[config.mk]
export PLATFORM = sky130hd
export DESIGN_NAME = uart_transmitter
export DESIGN_NICKNAME = d
export VERILOG_FILES = /design/src/rtl/uart_transmitter.sv
export SDC_FILE = /design/constraint.sdc
export NUM_CORES = 1
export LEC_CHECK = 0
export BUFFER_PORTS_ARGS = -buffer_cell sky130_fd_sc_hd__buf_2
export CAP_MARGIN = 10
export CORE_MARGIN = 2
export CORE_UTILIZATION = 50
export DETAILED_ROUTE_END_ITERATION = 6
export PLACE_DENSITY = 0.74
export SYNTH_ARGS = -nofsm -noshare
export SYNTH_HDL_FRONTEND = slang
export SYNTH_SLANG_ARGS = --single-unit
[constraint.sdc]
create_clock -name clock_50MHz -period 1.9 [get_ports clock_50MHz]
set_input_delay 0.38 -clock clock_50MHz [delete_from_list [all_inputs] [get_ports clock_50MHz]]
set_output_delay 0.38 -clock clock_50MHz [all_outputs]
set_load 0.005 [all_outputs]
[src/rtl/uart_transmitter.sv]
// UART serial transmitter: one-byte holding buffer feeding a shift register, LSB first, optional parity, 1 or 2 stop bits.
// Latency: write sampled at edge N drives the start bit after edge N+1; writes while the buffer is full are dropped.
module uart_transmitter #(
    parameter int DATA_BITS = 8,
    parameter int DIV_WIDTH = 16
) (
    input  logic                 clock_50MHz,
    input  logic                 reset_n,
    input  logic [7:0]           txData,
    input  logic                 txDataWrite,
    input  logic                 txEnable,
    input  logic [DIV_WIDTH-1:0] baudDivisor,
    input  logic                 parityEnable,
    input  logic                 parityOdd,
    input  logic                 twoStopBits,
    input  logic                 txcClear,
    output logic                 txd,
    output logic                 udre,
    output logic                 txc,
    output logic                 busy
);

    localparam logic [2:0] S_IDLE   = 3'd0;
    localparam logic [2:0] S_START  = 3'd1;
    localparam logic [2:0] S_DATA   = 3'd2;
    localparam logic [2:0] S_PARITY = 3'd3;
    localparam logic [2:0] S_STOP1  = 3'd4;
    localparam logic [2:0] S_STOP2  = 3'd5;

    logic [2:0]           state;
    logic [DIV_WIDTH-1:0] baud_cnt;
    logic [7:0]           hold_buf;
    logic [7:0]           shift;
    logic [3:0]           bit_cnt;
    logic                 par_bit;

    logic                 tick;
    logic                 frame_end;
    logic                 load;
    logic [7:0]           data_mask;
    logic                 buf_parity;

    always_comb begin
        data_mask = '0;
        for (int i = 0; i < 8; i++) begin
            if (i < DATA_BITS) data_mask[i] = 1'b1;
        end
        tick       = (baud_cnt == baudDivisor);
        frame_end  = tick && ((state == S_STOP1 && !twoStopBits) || state == S_STOP2);
        load       = txEnable && !udre && (state == S_IDLE || frame_end);
        buf_parity = (^(hold_buf & data_mask)) ^ parityOdd;
    end

    assign busy = (state != S_IDLE);

    // A load frees the buffer on the same edge, so a coincident write is still accepted.
    always_ff @(posedge clock_50MHz or negedge reset_n) begin
        if (!reset_n) begin
            udre     <= 1'b1;
            hold_buf <= '0;
        end else if (txDataWrite && (udre || load)) begin
            hold_buf <= txData;
            udre     <= 1'b0;
        end else if (load) begin
            udre <= 1'b1;
        end
    end

    always_ff @(posedge clock_50MHz or negedge reset_n) begin
        if (!reset_n) begin
            state    <= S_IDLE;
            baud_cnt <= '0;
            shift    <= '0;
            bit_cnt  <= '0;
            par_bit  <= 1'b0;
            txd      <= 1'b1;
            txc      <= 1'b0;
        end else begin
            if (txcClear) txc <= 1'b0;

            if (load) begin
                shift    <= hold_buf;
                par_bit  <= buf_parity;
                bit_cnt  <= '0;
                baud_cnt <= '0;
                state    <= S_START;
                txd      <= 1'b0;
            end else if (state == S_IDLE) begin
                baud_cnt <= '0;
                txd      <= 1'b1;
            end else if (!tick) begin
                baud_cnt <= baud_cnt + 1'b1;
            end else begin
                baud_cnt <= '0;
                case (state)
                    S_START: begin
                        state <= S_DATA;
                        txd   <= shift[0];
                    end
                    S_DATA: begin
                        if (bit_cnt == 4'(DATA_BITS - 1)) begin
                            if (parityEnable) begin
                                state <= S_PARITY;
                                txd   <= par_bit;
                            end else begin
                                state <= S_STOP1;
                                txd   <= 1'b1;
                            end
                        end else begin
                            bit_cnt <= bit_cnt + 4'd1;
                            shift   <= {1'b0, shift[7:1]};
                            txd     <= shift[1];
                        end
                    end
                    S_PARITY: begin
                        state <= S_STOP1;
                        txd   <= 1'b1;
                    end
                    S_STOP1: begin
                        txd <= 1'b1;
                        if (twoStopBits) begin
                            state <= S_STOP2;
                        end else begin
                            state <= S_IDLE;
                            txc   <= 1'b1;
                        end
                    end
                    S_STOP2: begin
                        txd   <= 1'b1;
                        state <= S_IDLE;
                        txc   <= 1'b1;
                    end
                    default: begin
                        state <= S_IDLE;
                        txd   <= 1'b1;
                    end
                endcase
            end
        end
    end

endmodule

==> qor.csv, run 1 <==
stage,metric,value,unit
logic_synthesis,"Distinct cells, synth",48,
logic_synthesis,Post-synth ARST share,1.00,
clock_tree,Clock Sinks,43,
route,WL final,5580,µm
route,via/cell ratio,5.27,
clock_tree,clock root buffer,clkbuf_8,
logic_synthesis,largest family of logic cells by synthesized area,simple AND/OR/NAND/NOR gates,
grt,vias in the first global route,2041,
layout,area growth from synthesis to layout,26.5,%
logic_synthesis,yosys warns,0,
layout,nets,373,
min_path,Hold Path Class,primary input to asynchronous set/reset pin,
grt,initial antenna violation count,0,
die,row count,25,
clock_tree,CTS tree,done,
setup_path,WP data required,2.12,ns
route,drt first pass iters,4,
logic_synthesis,sequential fraction of the synthesis area,0.424,
timing,final hold violations,0,
grt,pin count of the biggest net entering global routing,44,
timing,FMAX,508,MHz
outcome,failing checks,negative setup slack,
place,Final Wtd Congestion,0.787,
timing,Final Slew Violations,0,
layout,Reg area,1080,µm²
logic_synthesis,syn_nets,305,
setup_path,largest fanout on the critical path,4,
route,number of DRC markers in iteration 0,90,
clock_tree,CTS Buf Count,5,
grt,first-pass GRT wire length,9490,µm
route,vias after detailed routing,2144,
clock_tree,clock slew seen by the registers of the worst setup and hold paths,0.08,ns
logic_synthesis,Syn Area/Cell,9.39,µm²
layout,fin cells,407,
logic_synthesis,post-synthesis compound-gate area fraction,0.168,
grt,Tot GR Track Use,0.217,
route,Post-route DRC,0,
logic_synthesis,Syn Inst Count,271,
logic_synthesis,mux share of post-synthesis cell area,0.00836,
setup_path,Worst setup EP type,flip-flop,
place,PortBufs,35,
logic_synthesis,Synth Cell Area,2540,µm²
logic_synthesis,Yosys top cell area share,0.403,
place,dpl ws,-0.171,ns
timing,Final Worst Setup Slack,-0.0694,ns
clock_tree,Skew-Pair Late Insertion Delay,0.29,ns
die,Die Y-Extent,75.3,µm
die,core area,4820,µm²
outcome,outcome,"complete, but fails checks",
timing,fin crit period,1.97,ns
power_and_ir_drop,static leakage,1.43,nW
logic_synthesis,Seq cells post-synth,43,
logic_synthesis,"area leader, netlist",dfrtp_1,
run,Max-cap violations,0,
setup_path,critical path class,flip-flop to flip-flop,
setup_path,Critical Path Start Type,flip-flop,
route,post-route ant nets,0,
logic_synthesis,most frequent cell after synthesis,dfrtp_1,
clock_tree,CTS Buffer Depth,2,
layout,fill count,398,
logic_synthesis,Post-synth EDFFs,0,
setup_path,worst path arrival time,2.19,ns
die,# IOs,36,
timing,unrepaired setup endpoints after global routing,true,
route,Routed WL per cell,13.7,µm
logic_synthesis,Post-Synth Simple-Gate Area,0.204,
timing,Max Clock Skew,0.00369,ns
logic_synthesis,main flop type after synthesis,dfrtp_1,
layout,layout cells sized above 1,0.309,
place,Detail Placement HPWL,3990,µm
timing,Final setup viols,4,
timing,Worst-Margin Slew,0.545,ns
timing,Tcrit/Tclk final,1.04,
die,DIE WIDTH,75.3,µm
logic_synthesis,Adder-Cell Fraction of Synth Area,0.00983,
power_and_ir_drop,PwrDens,814,nW/µm²
layout,footprint of the multi-input gates,1380,µm²
die,full die area,5680,µm²
die,initial core utilization,0.528,
layout,number of diodes,0,
power_and_ir_drop,VDD IR max,0.503,mV
clock_tree,H-Tree Depth,2,
place,Placed Instances,397,
logic_synthesis,XOR/XNOR Fraction of Synth Area,0.134,
logic_synthesis,synth top area cells,"dfrtp_1 40%, xor2_1 7.6%, xnor2_1 5.2%",
timing,Rel. slew slack,0.637,
logic_synthesis,Post-synth top cells,"41 x dfrtp_1, 24 x nor2_1, 22 x xor2_1",
grt,grt total ovfl,0,
==> repair_timing <==
item / CTS / global route
endpoints found under the setup margin: 10 / 41
hold buffers: 0 / 0
resized for setup: 2 / 15
setup buffers: 2 / 0
cloned: 0 / 0
pin swaps: 4 / 2
==> worst paths after layout <==
| path | cells past startpoint | to | slack (ns) | from |
|---|---|---|---|---|
| setup / recovery | 5 | bit_cnt[3] | -0.07 | bit_cnt[0] |
| hold / removal | 2 | baud_cnt[0] | 0.15 | reset_n |
| setup reg to reg | 5 | bit_cnt[3] | -0.07 | bit_cnt[0] |
| hold reg to reg | 1 | shift[2] | 0.50 | shift[3] |
| max in group asynchronous | 2 | txd | 1.37 | reset_n |
| min in group clock_50MHz | 2 | txc | 0.26 | txcClear |
==> flip-flops by register name, indices dropped and copies added, names as in the netlist <==
| register | count |
|---|---|
| txd | 1 |
| baud_cnt | 16 |
| bit_cnt | 4 |
| txc | 1 |
| shift | 8 |
| hold_buf | 8 |
| state | 3 |
| par_bit | 1 |
| udre | 1 |
==> through the flow <==
step / area [µm²] / hold slack (ns) / setup TNS, ns / utilization / total power [W]
6_report: 3220 / 0.150 / -0.146 / 0.668 / 0.00262
5_1_grt: 3220 / 0.191 / -0.979 / 0.668 / 0.00278
4_1_cts: 3160 / 0.168 / -0.170 / 0.655 / 0.00262
3_5_place_dp: 3030 / 0.484 / -1.94 / 0.630 / 0.00198
3_3_place_gp: 3030 / 0.484 / -1.74 / 0.630 / 0.00196
2_1_floorplan: 2550 / 0.0844 / -0.0160 / - / 0.00171
==> worst max-delay path, stage by stage, from the launching register on <==
cell,delay [ns]
dfrtp_1,0.39
ha_1,0.22
and3b_1,0.21
or4_4,0.45
or4_4,0.50
a21oi_2,0.13
==> routing by layer <==
layer,global-route usage,vias up,share of wire
li1,-,1087,-
met1,0.313,1017,0.47
met2,0.339,32,0.48
met3,0.0397,8,0.032
met4,0.0546,0,0.019
met5,0,-,0
==> cell type report <==
cell class,count,area share
clock buffer,8,0.0311
inverter,14,0.0163
multi-input combinational,199,0.428
sequential,43,0.335
tap,67,0.0260
timing repair buffer,76,0.163
==> cells by family after synthesis <==
family                   count (synthesis)
AND/OR/NAND/NOR                         95
AO/OA/AOI/OAI                           62
flip-flops                              43
XOR/XNOR                                38
buffers and inverters                   29
multiplexers                             2
adder cells (fa/ha/maj)                  2
==> report_power, final <==
group / internal, W / leakage, nW / total [W] / switching (W)
clock network: 0.000332 / 0.0515 / 0.000634 / 0.000302
registers: 0.00109 / 0.518 / 0.00122 / 0.000132
logic: 0.000398 / 0.856 / 0.000762 / 0.000363
==> cells in the final DEF (no fill, tap or decap), types with 3 or more instances in the layout <==
| master | synthesis | final |
|---|---|---|
| o21a_1 | 7 | 6 |
| nor2_1 | 24 | 24 |
| or4_4 | 1 | 3 |
| clkbuf_8 | 0 | 7 |
| nor4_2 | 4 | 5 |
| a22oi_1 | 6 | 6 |
| nand4_1 | 4 | 4 |
| nand2b_1 | 10 | 10 |
| nor3_1 | 7 | 7 |
| buf_2 | 4 | 35 |
| a21oi_1 | 10 | 9 |
| o21ai_0 | 9 | 9 |
| dfrtp_1 | 41 | 41 |
| nand2_1 | 21 | 20 |
| buf_6 | 2 | 6 |
| inv_1 | 14 | 14 |
| o211ai_1 | 16 | 16 |
| nand3_1 | 7 | 7 |
| xnor2_1 | 15 | 15 |
| xor2_1 | 22 | 22 |
| buf_4 | 1 | 33 |
Power figures use the tool's default switching activity.
==> run 2: changes to the inputs <==
--- a/config.mk
+++ b/config.mk
@@ -8,9 +8,9 @@
 export BUFFER_PORTS_ARGS = -buffer_cell sky130_fd_sc_hd__buf_2
 export CAP_MARGIN = 10
 export CORE_MARGIN = 2
-export CORE_UTILIZATION = 50
+export CORE_UTILIZATION = 45
 export DETAILED_ROUTE_END_ITERATION = 6
-export PLACE_DENSITY = 0.74
+export PLACE_DENSITY = 0.68
 export SYNTH_ARGS = -nofsm -noshare
 export SYNTH_HDL_FRONTEND = slang
 export SYNTH_SLANG_ARGS = --single-unit
==> run 2 against run 1 <==
Net effect:
- the flow still finishes with violations (negative setup slack)
- first-iteration DRC count grew 41%
- count of clock-buffer cells in the layout is the same
- sequential cell count is the same
- setup slack gained 0.0041 ns
- core utilization shrank 8.6 points
- critical path depth grew 1
- critical path type unchanged
- highest routed layer unchanged
==> qor.csv, run 2 (synthesis results as in run 1) <==
stage,metric,value,unit,change
grt,initial antenna violation count,0,,unchanged
die,Die Y-Extent,79.2,µm,was 75.3 µm
timing,Final Worst Setup Slack,-0.0652,ns,was -0.0694 ns
setup_path,Crit-path slowest cell,or4_4,,unchanged
power_and_ir_drop,sw power,0.000812,W,was 0.000797 W
die,DIE WIDTH,79.2,µm,was 75.3 µm
setup_path,critical path class,flip-flop to flip-flop,,unchanged
layout,fill count,494,,was 398
timing,fin crit period,1.97,ns,about the same
timing,Rel. slew slack,0.662,,was 0.637
route,Routed WL per cell,13.8,µm,was 13.7 µm
timing,final hold violations,0,,unchanged
power_and_ir_drop,Int Power,0.00183,W,was 0.00182 W
timing,Final Slew Violations,0,,unchanged
layout,layout cells sized above 1,0.294,,was 0.309
clock_tree,CTS tree,done,,unchanged
layout,"commonest cells after routing, fill and taps aside","40 x dfrtp_1, 35 x buf_2, 35 x buf_4",,"was 41 x dfrtp_1, 35 x buf_2, 33 x buf_4"
clock_tree,clock slew seen by the registers of the worst setup and hold paths,0.08,ns,about the same
power_and_ir_drop,Logic pwr share,0.293,,was 0.291
layout,number of diodes,0,,unchanged
outcome,failing checks,negative setup slack,,unchanged
place,DP Area,3030,µm²,about the same
place,Final Wtd Congestion,0.821,,was 0.787
grt,vias in the first global route,2000,,"was 2,041"
clock_tree,CTS Buf Count,5,,unchanged
clock_tree,clock root buffer,clkbuf_8,,unchanged
timing,Worst-Margin Slew,0.507,ns,was 0.545 ns
route,Post-route DRC,0,,unchanged
grt,first-pass GRT wire length,9480,µm,was 9490 µm
grt,Tot GR Track Use,0.193,,was 0.217
route,via/cell ratio,5.25,,was 5.27
power_and_ir_drop,PwrDens,830,nW/µm²,was 814 nW/µm²
setup_path,reg2reg end,bit_cnt[0],,was bit_cnt[3]
place,dpl ws,-0.244,ns,was -0.171 ns
min_path,Hold Path Class,primary input to asynchronous set/reset pin,,unchanged
die,row count,27,,was 25
power_and_ir_drop,VDD IR max,0.464,mV,was 0.503 mV
setup_path,Worst Reg-to-Reg Cells,6,,was 5
power_and_ir_drop,clock share of power,0.245,,was 0.242
layout,Largest regs,"baud_cnt x16, hold_buf x8, shift x8",,unchanged
route,WL final,5660,µm,was 5580 µm
run,Max-cap violations,0,,unchanged
layout,area growth from synthesis to layout,25.1,%,was 26.5%
layout,nets,370,,was 373
timing,unrepaired setup endpoints after global routing,true,,unchanged
place,Detail Placement HPWL,4200,µm,was 3990 µm
route,vias after detailed routing,2149,,"was 2,144"
setup_path,CP max stage delay,0.45,ns,was 0.50 ns
grt,pin count of the biggest net entering global routing,36,,was 44
layout,"Core Util, Final",0.582,,was 0.668
setup_path,Critical Path Start Type,flip-flop,,unchanged
setup_path,Worst setup EP type,flip-flop,,unchanged
grt,grt total ovfl,0,,unchanged
route,post-route ant nets,0,,unchanged
outcome,outcome,"complete, but fails checks",,unchanged
timing,TNS Setup,-0.306,ns,was -0.146 ns
die,initial core utilization,0.465,,was 0.528
setup_path,cells along the critical path,"ha_1, and3b_1, or4_4, buf_4, or3_1, a21oi_1",,"was ha_1, and3b_1, or4_4, or4_4, a21oi_2"
setup_path,Critical Path Start,bit_cnt[0],,unchanged
layout,Final Cell Area,3180,µm²,was 3220 µm²
layout,Largest Register,baud_cnt,,unchanged
timing,Tcrit/Tclk final,1.03,,was 1.04
timing,hold_ws,0.0439,ns,was 0.150 ns
timing,Max Clock Skew,0.00333,ns,was 0.00369 ns
power_and_ir_drop,Switching Share,0.308,,was 0.304
timing,Final setup viols,12,,was 4
power_and_ir_drop,Flop pwr share,0.462,,was 0.467
clock_tree,Skew-Pair Late Insertion Delay,0.30,ns,was 0.29 ns
setup_path,largest fanout on the critical path,8,,was 4
clock_tree,CTS Buffer Depth,2,,unchanged
setup_path,worst path arrival time,2.19,ns,about the same
layout,Largest register FFs,16,,unchanged
clock_tree,H-Tree Depth,2,,unchanged
route,drt first pass iters,4,,unchanged
layout,"most common cell after layout, fill and taps aside",dfrtp_1,,unchanged
timing,FMAX,509,MHz,was 508 MHz
die,# IOs,36,,unchanged
setup_path,FF-to-FF setup slack,-0.07,ns,about the same
setup_path,WP data required,2.12,ns,about the same
die,full die area,6270,µm²,was 5680 µm²
place,PortBufs,35,,unchanged
setup_path,Reg-to-Reg Start,bit_cnt[0],,unchanged
die,core area,5470,µm²,was 4820 µm²
clock_tree,Clock Sinks,43,,unchanged
route,number of DRC markers in iteration 0,127,,was 90
power_and_ir_drop,static leakage,1.41,nW,was 1.43 nW
## run 2: routing by layer
layer  GRT usage  vias to the layer above  wire length (µm)
met5           0                        -                 0
met4      0.0621                        0                68
met3      0.0330                        5               215
met2       0.296                       50              2650
met1       0.279                     1017              2730
li1            -                     1077                 -
## run 2: layout make-up
class | instances | area, µm² | share of cell area
Clock buffer | 8 | 100 | 0.0314
Tap cell | 72 | 90.1 | 0.0283
Inverter | 14 | 52.6 | 0.0165
Multi-Input combinational cell | 199 | 1370 | 0.431
Sequential cell | 43 | 1080 | 0.339
Timing Repair Buffer | 73 | 489 | 0.154
## run 2: worst max-delay path by stage
stage / endpoint / slack [ns] / cells past startpoint
after global placement: hold_buf[0] / -0.17 / 7
after floorplan: shift[2] / -0.01 / 6
after CTS: bit_cnt[0] / -0.06 / 6
after detailed placement: hold_buf[2] / -0.24 / 7
final: bit_cnt[0] / -0.07 / 6
after global routing: bit_cnt[0] / -0.22 / 6
## run 2: critical path, delay by kind of cell, from the launching register on
kind            cells  cell delay, ns
compound gates      1            0.15
buf+inv             1            0.18
flops               1            0.39
simple gates        3            0.95
fa+ha+maj           1            0.22
## run 2: timing repair
action,in CTS,in global routing
gates resized for setup,3,5
hold buffers,0,0
setup buffers,1,1
pin swaps,2,3
setup endpoints to repair,33,41
hold endpoints to repair,0,0
## run 2: per-stage QoR
stage                     power (W)  cells
after floorplan             0.00171    271
after global placement      0.00197    399
after detailed placement    0.00198    399
after CTS                   0.00265    408
after global routing        0.00282    409
final                       0.00264    409
## run 2: power groups by stage
stage | clock network [W] | logic [W] | registers [W]
6_report | 0.000647 | 0.000774 | 0.00122
5_1_grt | 0.000697 | 0.000877 | 0.00124
4_1_cts | 0.000662 | 0.000766 | 0.00122
3_5_place_dp | 0 | 0.000736 | 0.00125
3_3_place_gp | 0 | 0.000726 | 0.00124
2_1_floorplan | 0 | 0.000489 | 0.00122
